[config.mk]
export PLATFORM = sky130hd
export DESIGN_NAME = top_module_lock_display
export DESIGN_NICKNAME = d
export VERILOG_FILES = /design/src/rtl/top_module_lock_display.sv
export SDC_FILE = /design/constraint.sdc
export NUM_CORES = 1
export LEC_CHECK = 0
export CAP_MARGIN = 40
export CORE_UTILIZATION = 34
export CTS_CLUSTER_SIZE = 25
export DETAILED_ROUTE_END_ITERATION = 10
export DONT_BUFFER_PORTS = 1
export GPL_ROUTABILITY_DRIVEN = 0
export HOLD_SLACK_MARGIN = 0.12
export PLACE_DENSITY_LB_ADDON = 0.15
export SKIP_LAST_GASP = 1
export SLEW_MARGIN = 20
export SYNTH_ARGS = -nofsm -noshare
export SYNTH_HDL_FRONTEND = slang
export SYNTH_SLANG_ARGS = --single-unit
[constraint.sdc]
create_clock -name clock -period 2 [get_ports clock]
set_input_delay 0.4 -clock clock [delete_from_list [all_inputs] [get_ports clock]]
set_output_delay 0.4 -clock clock [all_outputs]
set_load 0.1 [all_outputs]
[src/rtl/top_module_lock_display.sv]
// Digit-latch front end: a synchronized enter press captures eight digit settings,
// which are scanned onto a multiplexed 7-segment display. Optional debounce: TOP_MODULE_DEBOUNCE_EN.
module top_module_lock_display #(
   parameter int REFRESH_DIV     = 100000,
   parameter int DEBOUNCE_CYCLES = 1000000
) (
   input  logic        clock,
   input  logic        reset,
   input  logic        enter_button,
   input  logic [5:0]  d1,
   input  logic [5:0]  d2,
   input  logic [5:0]  d3,
   input  logic [5:0]  d4,
   input  logic [5:0]  d5,
   input  logic [5:0]  d6,
   input  logic [5:0]  d7,
   input  logic [5:0]  d8,
   output logic [15:0] led,
   output logic [7:0]  an,
   output logic [7:0]  seg,
   output logic [15:0] code
);

   logic [1:0] r_sync;
   logic [1:0] r_warm;
   logic       r_armed;
   logic       r_prev;
   logic       w_level;
   logic       w_pulse;
   logic [5:0] r_dig [8];
   logic [5:0] w_din [8];
   logic [7:0] r_cnt;
   logic [31:0] r_pre;
   logic [2:0] r_idx;
   logic [7:0] r_an;
   logic [7:0] r_seg;
   logic [5:0] w_sel;
   logic [6:0] w_glyph;
   logic [7:0] w_mask;

   assign w_din = '{d1, d2, d3, d4, d5, d6, d7, d8};

   always_ff @(posedge clock or negedge reset) begin
      if (!reset) begin
         r_sync  <= '0;
         r_warm  <= '0;
         r_armed <= 1'b0;
         r_prev  <= 1'b1;
      end else begin
         r_sync <= {r_sync[0], enter_button};
         r_warm <= {r_warm[0], 1'b1};
         // A press still held through reset must be released before it can count.
         if (r_warm[1] && !r_sync[1])
            r_armed <= 1'b1;
         r_prev <= w_level;
      end
   end

`ifdef TOP_MODULE_DEBOUNCE_EN
   logic        r_db_level;
   logic [31:0] r_db_cnt;

   always_ff @(posedge clock or negedge reset) begin
      if (!reset) begin
         r_db_level <= 1'b0;
         r_db_cnt   <= '0;
      end else if (r_sync[1] != r_db_level) begin
         if (r_db_cnt == 32'(DEBOUNCE_CYCLES - 1)) begin
            r_db_level <= r_sync[1];
            r_db_cnt   <= '0;
         end else begin
            r_db_cnt <= r_db_cnt + 32'd1;
         end
      end else begin
         r_db_cnt <= '0;
      end
   end

   assign w_level = r_db_level;
`else
   // DEBOUNCE_CYCLES has no effect without debounce; the term is constant-true.
   assign w_level = r_sync[1] & (DEBOUNCE_CYCLES >= 0);
`endif

   assign w_pulse = w_level & ~r_prev & r_armed;

   always_ff @(posedge clock or negedge reset) begin
      if (!reset) begin
         for (int unsigned i = 0; i < 8; i++)
            r_dig[i] <= '0;
         r_cnt <= '0;
      end else if (w_pulse) begin
         for (int unsigned i = 0; i < 8; i++)
            r_dig[i] <= w_din[i];
         r_cnt <= r_cnt + 8'd1;
      end
   end

   assign w_sel = r_dig[r_idx];

   always_comb begin
      w_glyph = 7'h7F;
      case (w_sel[3:0])
         4'h0: w_glyph = 7'h40;
         4'h1: w_glyph = 7'h79;
         4'h2: w_glyph = 7'h24;
         4'h3: w_glyph = 7'h30;
         4'h4: w_glyph = 7'h19;
         4'h5: w_glyph = 7'h12;
         4'h6: w_glyph = 7'h02;
         4'h7: w_glyph = 7'h78;
         4'h8: w_glyph = 7'h00;
         4'h9: w_glyph = 7'h10;
         4'hA: w_glyph = 7'h08;
         4'hB: w_glyph = 7'h03;
         4'hC: w_glyph = 7'h46;
         4'hD: w_glyph = 7'h21;
         4'hE: w_glyph = 7'h06;
         default: w_glyph = 7'h0E;
      endcase
   end

   always_ff @(posedge clock or negedge reset) begin
      if (!reset) begin
         r_pre <= '0;
         r_idx <= '0;
         r_an  <= 8'hFE;
         r_seg <= 8'hFF;
      end else begin
         if (r_pre == 32'(REFRESH_DIV - 1)) begin
            r_pre <= '0;
            r_idx <= r_idx + 3'd1;
         end else begin
            r_pre <= r_pre + 32'd1;
         end
         r_an  <= ~(8'h01 << r_idx);
         r_seg <= w_sel[5] ? {~w_sel[4], w_glyph} : 8'hFF;
      end
   end

   always_comb begin
      w_mask = '0;
      for (int unsigned i = 0; i < 8; i++)
         w_mask[i] = r_dig[i][5];
   end

   assign an   = r_an;
   assign seg  = r_seg;
   assign led  = {w_mask, r_cnt};
   assign code = {r_dig[3][3:0], r_dig[2][3:0], r_dig[1][3:0], r_dig[0][3:0]};

endmodule

==> reports/metrics.yaml, run 1 <==
routing:
  wl_per_cell_um: 15.2
  dr.pass1.iters: 4
  ant_nets: 0
  drtIter0Drc: 185
  drc: 0
  via_per_inst: 4.70
  drt-total-wl_um: 12400
  num_vias: 3847
layout:
  utilization_pct: 45.5
  diodes: 0
  final_common_cell: "nand2_1"
  stdcell_count: 818
  final_cell_mix: "176 x nand2_1, 94 x dfrtp_1, 67 x buf_4, 46 x dlygate4sd3_1, 22 x nor2_1"
  fillers: 1446
  layout.nets: 682
  area_growth_pct: 30.4
  layout-drive-gt1-share_pct: 23.3
timing:
  setup_viol: 1
  max_freq_mhz: 499
  final-max-slew-violation-count: 0
  max_slew_margin_pct: 66.2
  fin_ws_ps: -2.86
  fin_crit_ps: 2000
  tightest_slew_ps: 508
  fin_hold_ws_ps: -303
  finalHoldViolations: 113
  rsz0062_at_grt: "true"
  min_period_over_period_pct: 100
  skew_ps: 9.07
setup_path:
  arrival_ps: 2330
  worstSetupStartpointType: "flip-flop"
  critical_path.top_delay_family: "multiplexers"
  cpMaxStageDelayCell: "or4_1"
  crit_buf_inv: 2
  crit_chain: "mux4_2 > mux2_4 > inv_4 > buf_6 > ha_4 > or4_1 > o311a_1"
  crit_path_end_kind: "flip-flop"
  critical_path_class: "reg2reg"
  path_max_fanout: 6
  slowest_delay_ps: 470
  crit_required_ps: 2330
floorplan:
  die-area_um2: 16100
  ios: 99
  core_region_area_um2: 15200
  die_h_um: 127
  initial_core_util_pct: 34.9
  num_rows: 45
  die_width_um: 127
grt:
  grt-ovfl-total: 0
  grt_antenna_before_repair: 0
  grt_pass1_wl_um: 20300
  grt_max_degree: 114
  grt_pass1_vias: 4015
  grt.total_usage_pct: 16.7
cts:
  clock-sinks: 113
  clock_latency_ps: 410
  hold_buffers: 46
  cts.htree.levels: 4
  cts_tree: "yes"
  cts_buffers: 17
  clkTransAtPathRegs_ps: 50
  clock_path_buffers: 2
  clockRootBuffer: "clkbuf_16"
synthesis:
  yosys_register_bits: 113
  synth-seq-area-share_pct: 53.7
  async_reset_ff_share_pct: 100
  synth_top_flop_cell: "dfrtp_1"
  syn_nets: 587
  synth_edf_count: 0
  synth_area_um2: 5300
  netlist_instances: 522
  avgSynthCellArea_um2: 10.2
  yosys_warnings: 0
  synth.distinct_cells: 44
power_and_ir_drop:
  swShare_pct: 36.0
  p_sw_w: 0.00266
  power.leakage_nw: 3.30
  clkPwrFrac_pct: 36.4
  p_int_w: 0.00473
  ir_drop_v: 0.000925
  p_comb_share_pct: 23.9
  power_density_nw_per_um2: 1070
  total_power_w: 0.00739
  power_frac_seq_pct: 39.7
placed_design:
  post-dp-hpwl_um: 8410
  port_buffers: 0
  dp.cells: 736
run:
  drv_cap: 0
status:
  violations: "hold timing, setup timing"
  status: "complete, but fails checks"
min_path:
  min_path_type: "in2async"
==> synth_stat cells (2+ instances only) <==
cell type  count  share of area [%]
clkbuf_8       3               0.78
inv_1         17                1.2
nor2_1        23                1.6
mux2i_1        8                1.5
buf_4         25                3.5
and3_1         2               0.24
dfstp_2       16                7.9
mux4_2         4                1.7
dfrtp_1       97                 46
a21o_1         2               0.28
o221ai_1       2               0.33
nand2_1      178                 13
xor2_1        16                2.6
nor4_1         8               0.94
nor2b_1        4               0.47
o21ai_0        4               0.38
a21oi_1        4               0.38
and4_1         2               0.33
nand4_1       14                1.7
nand3_1       13                1.2
xnor2_1       21                3.5
clkbuf_1      11               0.78
mux4_1         5                2.5
ha_1          14                3.3
mux2_2         5                1.1
nor3_1         6               0.57
==> registers in the layout (all words and copies together) (netlist names) <==
signal,flops
r_armed,1
r_dig,24
r_idx,3
r_cnt,8
an,8
r_prev,1
led,8
code,16
r_pre,32
r_warm,2
r_sync,2
seg,8
==> cell families (layout without fill, tap and decap cells) <==
kind of cell,after synthesis,in the layout,synth area share [%]
AO/OA/AOI/OAI,21,21,2.79
flip-flops,113,113,53.7
XOR/XNOR,37,37,6.11
buffers and inverters,58,166,6.61
multiplexers,23,23,7.03
other,1,1,0.0707
AND/OR/NAND/NOR,255,255,20.4
adder cells (fa/ha/maj),14,14,3.30
==> stage by stage <==
step / setup TNS, ps / worst slack (ps) / area, um2
after global placement: -80.8 / -36.1 / 5830
after detailed placement: -293 / -83.9 / 5830
after global routing: -407 / -108 / 6910
after floorplan: -185 / -81.1 / 5350
after CTS: -26.7 / -13.5 / 6830
final: -2.86 / -2.86 / 6910
==> what timing repair did <==
item	in CTS	in global routing
setup buffers	1	3
gates resized for setup	3	14
hold endpoints to repair	159	113
pin swaps	0	5
endpoints found under the setup margin	7	9
==> power groups by stage <==
stage	Clock, W	Combinational (W)	Sequential [W]
floorplan	0	0.00106	0.00328
global placement	0	0.00164	0.00298
detailed placement	0	0.00165	0.00298
CTS	0.00276	0.00173	0.00294
global route	0.00287	0.00187	0.00296
finish	0.00269	0.00177	0.00294
==> per-layer routing <==
| metal | GRT usage (%) | wire length, um | up-vias | part of all wire [%] |
|---|---|---|---|---|
| li1 | - | - | 1893 | - |
| met1 | 20.5 | 5720 | 1869 | 46 |
| met2 | 27.6 | 6170 | 83 | 50 |
| met3 | 5.15 | 505 | 2 | 4.1 |
| met4 | 6.30 | 44 | 0 | 0.35 |
| met5 | 0 | 0 | - | 0 |
==> final timing paths <==
path | end | startpoint | cells after the start | slack [ps]
min reg2reg | r_sync[1]$_DFF_PN0_ | r_sync[0]$_DFF_PN0_ | 0 | 350
min in group clock | r_dig[40]$_DFFE_PN0P_ | d2[4] | 2 | 140
min | code[2]$_DFFE_PN0P_ | reset | 0 | -300
max reg2reg | seg[0]$_DFF_PN1_ | r_idx[1]$_DFFE_PN0N_ | 7 | -3
max in group asynchronous | an[4]$_DFF_PN1_ | reset | 0 | 1980
max | seg[0]$_DFF_PN1_ | r_idx[1]$_DFFE_PN0N_ | 7 | -3
==> cell type report <==
cell class | instances | area, um2 | share of cell area, %
tap | 188 | 235 | 3.40
clock inverter | 7 | 35.0 | 0.507
sequential | 113 | 2850 | 41.2
timing repair buffer | 117 | 1030 | 14.8
multi-input combinational | 351 | 2200 | 31.9
inverter | 17 | 66.3 | 0.959
clock buffer | 25 | 495 | 7.17
==> worst register-to-register path: cells and delay by family, from the launching register on <==
kind,cells,cell delay [ps]
AO/OA/AOI/OAI,1,140
multiplexers,2,540
adder cells (fa/ha/maj),1,150
buffers and inverters,2,170
flip-flops,1,460
AND/OR/NAND/NOR,1,470
(Power assumes the default switching activity.)
==> run 2, diff against run 1 <==
ABC_CLOCK_PERIOD_IN_PS = 1700   (was not set)
clock period = 1.7 ns   (was 2 ns; I/O delays follow)
==> run 2 against run 1 <==
Effect of this change:
- the run still ends with hold timing, setup timing left
- sequential share of layout area is 3.0 points lower
- first-iteration DRC count is 14% higher
- via count is 5.5% higher
- wire length is 3.2% higher
==> reports/metrics.yaml, run 2 (synthesized netlist as in run 1, its figures left out) <==
power_and_ir_drop:
  power.leakage_nw: 3.58  # +8.6%
  power_density_nw_per_um2: 1270  # +19%
  ir_drop_v: 0.00123  # +33%
layout:
  fillers: 1395  # -3.5%
  final_cell_mix: "175 x nand2_1, 92 x buf_4, 89 x dfrtp_1, 49 x dlygate4sd3_1, 21 x xnor2_1"
  final_common_cell: "nand2_1"
  layout-drive-gt1-share_pct: 31.3  # +8.0 points
  layout.nets: 716  # +5.0%
  diodes: 0  # unchanged
  area_growth_pct: 41.1
  regMostFlops: "r_pre"
  largest_reg_flops: 32  # unchanged
timing:
  max_freq_mhz: 501  # +0.40%
  fin_crit_ps: 1990  # -8.06 ps
  tns_ps: -1770  # -1770 ps
  setup_viol: 8  # +7
  fin_ws_ps: -295  # -292 ps
  finalHoldViolations: 113  # unchanged
  final-max-slew-violation-count: 0  # unchanged
  rsz0062_at_grt: "true"
  min_period_over_period_pct: 117  # +17 points
  fin_hold_ws_ps: -375  # -71.8 ps
  skew_ps: 9.27  # +0.195 ps
setup_path:
  critPathLaunch: "r_idx[1]$_DFFE_PN0N_"
  crit_required_ps: 2030  # -300 ps
  worstRegToRegCells: 7  # unchanged
  path_max_fanout: 5  # -1
  reg2reg_from: "r_idx[1]$_DFFE_PN0N_"
  worstSetupStartpointType: "flip-flop"
  crit_path_end_kind: "flip-flop"
  reg2reg_to: "seg[0]$_DFF_PN1_"
  regToRegSetupSlack_ps: -290  # -290 ps
  cp-endpoint: "seg[0]$_DFF_PN1_"
  critical_path_class: "reg2reg"
  arrival_ps: 2330  # about the same
routing:
  drc: 0  # unchanged
  drtIter0Drc: 210  # +14%
  via_per_inst: 4.76  # +1.3%
  drt-total-wl_um: 12800  # +3.2%
  dr.pass1.iters: 4  # unchanged
  wl_per_cell_um: 15.1  # -0.94%
  num_vias: 4058  # +5.5%
  ant_nets: 0  # unchanged
min_path:
  min_path_type: "in2async"
floorplan:
  core_region_area_um2: 15200  # unchanged
  ios: 99  # unchanged
  die_h_um: 127  # unchanged
  die-area_um2: 16100  # unchanged
  initial_core_util_pct: 34.9  # unchanged
  num_rows: 45  # unchanged
  die_width_um: 127  # unchanged
grt:
  grt.total_usage_pct: 17.1  # +0.41 points
  grt_pass1_wl_um: 21000  # +3.4%
  grt_max_degree: 114  # unchanged
  grt_antenna_before_repair: 0  # unchanged
  grt-ovfl-total: 0  # unchanged
  grt_pass1_vias: 4104  # +2.2%
cts:
  hold_buffers: 49  # +6.5%
  clock_latency_ps: 410  # about the same
  cts.htree.levels: 4  # unchanged
  clockRootBuffer: "clkbuf_16"
  cts_buffers: 17  # unchanged
  clkTransAtPathRegs_ps: 50  # about the same
  clock_path_buffers: 2  # unchanged
  cts_tree: "yes"
  clock-sinks: 113  # unchanged
status:
  violations: "hold timing, setup timing"
  status: "complete, but fails checks"
run:
  drv_cap: 0  # unchanged
placed_design:
  port_buffers: 0  # unchanged
  post-dp-hpwl_um: 8750  # +4.0%
  pre_cts_slack_ps: -353  # -269 ps
-- run 2: changes by cell type in the layout (fill, tap and decap cells not counted), sizes merged --
cell,previous run,this run
buf,71,102
bufinv,0,5
clkinv,7,4
dlygate4sd3,46,49
clkbuf,25,23
-- run 2: power breakdown --
| group | leakage (nW) | internal (W) | switching, W |
|---|---|---|---|
| registers | 1.40 | 0.00301 | 0.000456 |
| logic | 1.85 | 0.000578 | 0.00152 |
| clock network | 0.327 | 0.00275 | 0.00120 |
-- run 2: metrics by stage --
| step | area [um2] | std cells | power, W | hold WS, ps | util (%) |
|---|---|---|---|---|---|
| after floorplan | 5390 | 522 | 0.00513 | 44.4 | - |
| after global placement | 6020 | 757 | 0.00546 | 47.8 | 39.6 |
| after detailed placement | 6020 | 757 | 0.00547 | 48.1 | 39.6 |
| after CTS | 7190 | 838 | 0.00957 | -399 | 47.3 |
| after global routing | 7480 | 852 | 0.00988 | -397 | 49.2 |
| final | 7480 | 852 | 0.00952 | -375 | 49.2 |
-- run 2: final cells by class --
class	instances	area, um2	area share, %
Clock inverter	9	178	2.38
Multi-Input combinational cell	351	2340	31.3
Tap cell	188	235	3.14
Timing Repair Buffer	151	1310	17.5
Sequential cell	113	2860	38.2
Clock buffer	23	488	6.52
Inverter	17	68.8	0.920
-- run 2: metal layers --
metal,global-route usage [%],share of wire [%],up-vias
li1,-,-,1958
met1,21.6,44,1983
met2,27.5,49,100
met3,4.85,5.2,17
met4,7.21,1.5,0
met5,0,0,-
-- run 2: worst min path at each step --
stage / slack [ps] / endpoint / depth (start not counted)
final: -370 / code[11]$_DFFE_PN0P_ / 0
after global routing: -400 / code[11]$_DFFE_PN0P_ / 0
after CTS: -400 / code[11]$_DFFE_PN0P_ / 0
after detailed placement: 50 / code[14]$_DFFE_PN0P_ / 0
after global placement: 50 / code[11]$_DFFE_PN0P_ / 0
after floorplan: 40 / an[0]$_DFF_PN0_ / 0
-- run 2: worst max-delay path, cell delays in order, from the launching register on --
cell and delay [ps]:
dfrtp_2 440, buf_6 140, inv_2 50, mux2_4 290, o21a_4 230, ha_4 160
or4_1 460, o311a_1 140
-- run 2: repair_timing --
action / CTS / global route
endpoints found under the hold margin: 162 / 113
buffers inserted: 0 / 14
resized for setup: 11 / 41
cloned: 0 / 1
pin swaps: 1 / 20
setup endpoints to repair: 11 / 35
==> run 3, diff against run 2 <==
CORE_UTILIZATION = 40   (was 34)
==> run 3 against run 2 <==
Effect of this change:
- fmax up 0.17%
- the run still ends with hold timing, setup timing left
- combinational power about the same
- largest power group is now registers
- register-to-register slack about the same
- global-route usage up 3.0 points
- clock power down 13%
==> reports/metrics.yaml, run 3 (synthesized netlist as in run 1, its figures left out) <==
status:
  status: "complete, but fails checks"
  violations: "hold timing, setup timing"
routing:
  drtIter0Drc: 284  # +35%
  drc: 0  # unchanged
  ant_nets: 0  # unchanged
  dr.pass1.iters: 4  # unchanged
  drt-total-wl_um: 12700  # -0.80%
  num_vias: 4048  # -0.25%
  via_per_inst: 4.85  # +1.8%
  wl_per_cell_um: 15.3  # +1.2%
power_and_ir_drop:
  clkPwrFrac_pct: 38.0  # -3.6 points
  p_comb_share_pct: 23.6  # +1.5 points
  power_density_nw_per_um2: 1210  # -4.6%
  power.leakage_nw: 3.59  # +0.32%
  swShare_pct: 35.6  # +2.2 points
  ir_drop_v: 0.00113  # -8.5%
  p_int_w: 0.00582  # -8.2%
  power_frac_seq_pct: 38.5  # +2.1 points
  p_sw_w: 0.00321  # +1.1%
floorplan:
  die_width_um: 117  # -7.7%
  num_rows: 41  # -8.9%
  initial_core_util_pct: 41.5  # +6.6 points
  die_h_um: 117  # -7.7%
  core_region_area_um2: 12800  # -16%
  ios: 99  # unchanged
  die-area_um2: 13700  # -15%
layout:
  finalInstanceArea_um2: 7440  # -0.49%
  layout.nets: 715  # -0.14%
  diodes: 0  # unchanged
  area_growth_pct: 40.4
  layout-drive-gt1-share_pct: 32.4  # +1.1 points
  final_cell_mix: "171 x nand2_1, 91 x dfrtp_1, 89 x buf_4, 49 x dlygate4sd3_1, 19 x xnor2_1"
  utilization_pct: 58.3  # +9.1 points
  final_common_cell: "nand2_1"
  regMostFlops: "r_pre"
  regArea_um2: 2860  # about the same
  multi_input_comb_area_um2: 2420  # +3.3%
  stdcell_count: 835  # -2.0%
  fillers: 1058  # -24%
  largest_reg_flops: 32  # unchanged
timing:
  final-max-slew-violation-count: 0  # unchanged
  fin_hold_ws_ps: -386  # -11.5 ps
  max_freq_mhz: 502  # +0.17%
  fin_crit_ps: 1990  # -3.38 ps
  fin_ws_ps: -291  # +3.38 ps
  setup_viol: 14  # +6
  skew_ps: 10.1  # +0.810 ps
  finalHoldViolations: 113  # unchanged
  tightest_slew_ps: 508
  max_slew_margin_pct: 66.2
  min_period_over_period_pct: 117  # -0.20 points
  rsz0062_at_grt: "true"
setup_path:
  crit_required_ps: 2030  # about the same
  arrival_ps: 2320  # about the same
  worstRegToRegCells: 7  # unchanged
  crit_path_end_kind: "flip-flop"
  critical_path_class: "reg2reg"
  path_max_fanout: 4  # -1
  reg2reg_to: "seg[0]$_DFF_PN1_"
  regToRegSetupSlack_ps: -290  # about the same
  reg2reg_from: "r_idx[1]$_DFFE_PN0N_"
  critPathLaunch: "r_idx[1]$_DFFE_PN0N_"
  worstSetupStartpointType: "flip-flop"
cts:
  clock_latency_ps: 420  # about the same
  cts_buffers: 17  # unchanged
  cts_tree: "yes"
  clock_path_buffers: 2  # unchanged
  cts.htree.levels: 4  # unchanged
  clockRootBuffer: "clkbuf_16"
  clock-sinks: 113  # unchanged
  clkTransAtPathRegs_ps: 60  # about the same
  hold_buffers: 49  # unchanged
placed_design:
  placed_area_um2: 5950  # -1.2%
  post-dp-hpwl_um: 8300  # -5.1%
  pre_cts_slack_ps: -345  # +7.89 ps
  dp.cells: 734  # -3.0%
  port_buffers: 0  # unchanged
min_path:
  min_path_type: "in2async"
grt:
  grt_pass1_vias: 4142  # +0.93%
  grt.total_usage_pct: 20.1  # +3.0 points
  grt_pass1_wl_um: 20200  # -3.8%
  grt_antenna_before_repair: 0  # unchanged
  grt-ovfl-total: 0  # unchanged
  grt_max_degree: 114  # unchanged
run:
  drv_cap: 0  # unchanged
run 3: worst max path at each step:
stage | slack, ps | endpoint
global route | -350 | seg[5]$_DFF_PN1_
detailed placement | -350 | seg[3]$_DFF_PN1_
global placement | -290 | seg[0]$_DFF_PN1_
CTS | -300 | seg[3]$_DFF_PN1_
floorplan | -380 | seg[0]$_DFF_PN1_
finish | -290 | seg[0]$_DFF_PN1_
run 3: area by class of cell:
| cell class | count | share of cell area, % |
|---|---|---|
| clock buffers | 20 | 6.14 |
| clock inverters | 12 | 1.56 |
| inverters | 17 | 0.958 |
| multi-input cells | 351 | 32.5 |
| flip-flops and latches | 113 | 38.4 |
| well taps | 172 | 2.89 |
| repair buffers | 150 | 17.6 |
run 3: routing by layer:
| layer | vias up | wire [um] | share of wire [%] | global-route usage (%) |
|---|---|---|---|---|
| met5 | - | 0 | 0 | 0 |
| met4 | 0 | 226 | 1.8 | 8.95 |
| met3 | 18 | 520 | 4.1 | 6.59 |
| met2 | 82 | 6290 | 49 | 32.7 |
| met1 | 1983 | 5700 | 45 | 24.5 |
| li1 | 1965 | - | - | - |
run 3: stage by stage:
step	hold slack (ps)	total power (W)	setup TNS (ps)
2_1_floorplan	44.4	0.00513	-2240
3_3_place_gp	47.7	0.00546	-1800
3_5_place_dp	46.9	0.00548	-2220
4_1_cts	-404	0.00909	-1940
5_1_grt	-413	0.00939	-3610
6_report	-386	0.00903	-2120
run 3: worst max-delay path, stage by stage, from the launching register on:
cell	delay [ps]
dfrtp_2	440
buf_6	140
inv_4	50
mux2_4	290
o21a_4	240
ha_4	160
or4_1	460
o311a_1	140
run 3: what timing repair did:
item,4_1_cts,5_1_grt
setup endpoints to repair,10,36
pin swaps,9,15
hold endpoints to repair,162,113
gates cloned,0,1
gates resized for setup,16,49
buffers inserted,4,15
run 3: power groups by stage:
stage	Combinational, W	Clock (W)	Sequential (W)
after floorplan	0.00126	0	0.00387
after global placement	0.00195	0	0.00351
after detailed placement	0.00197	0	0.00351
after CTS	0.00210	0.00351	0.00347
after global routing	0.00224	0.00364	0.00351
final	0.00213	0.00343	0.00347
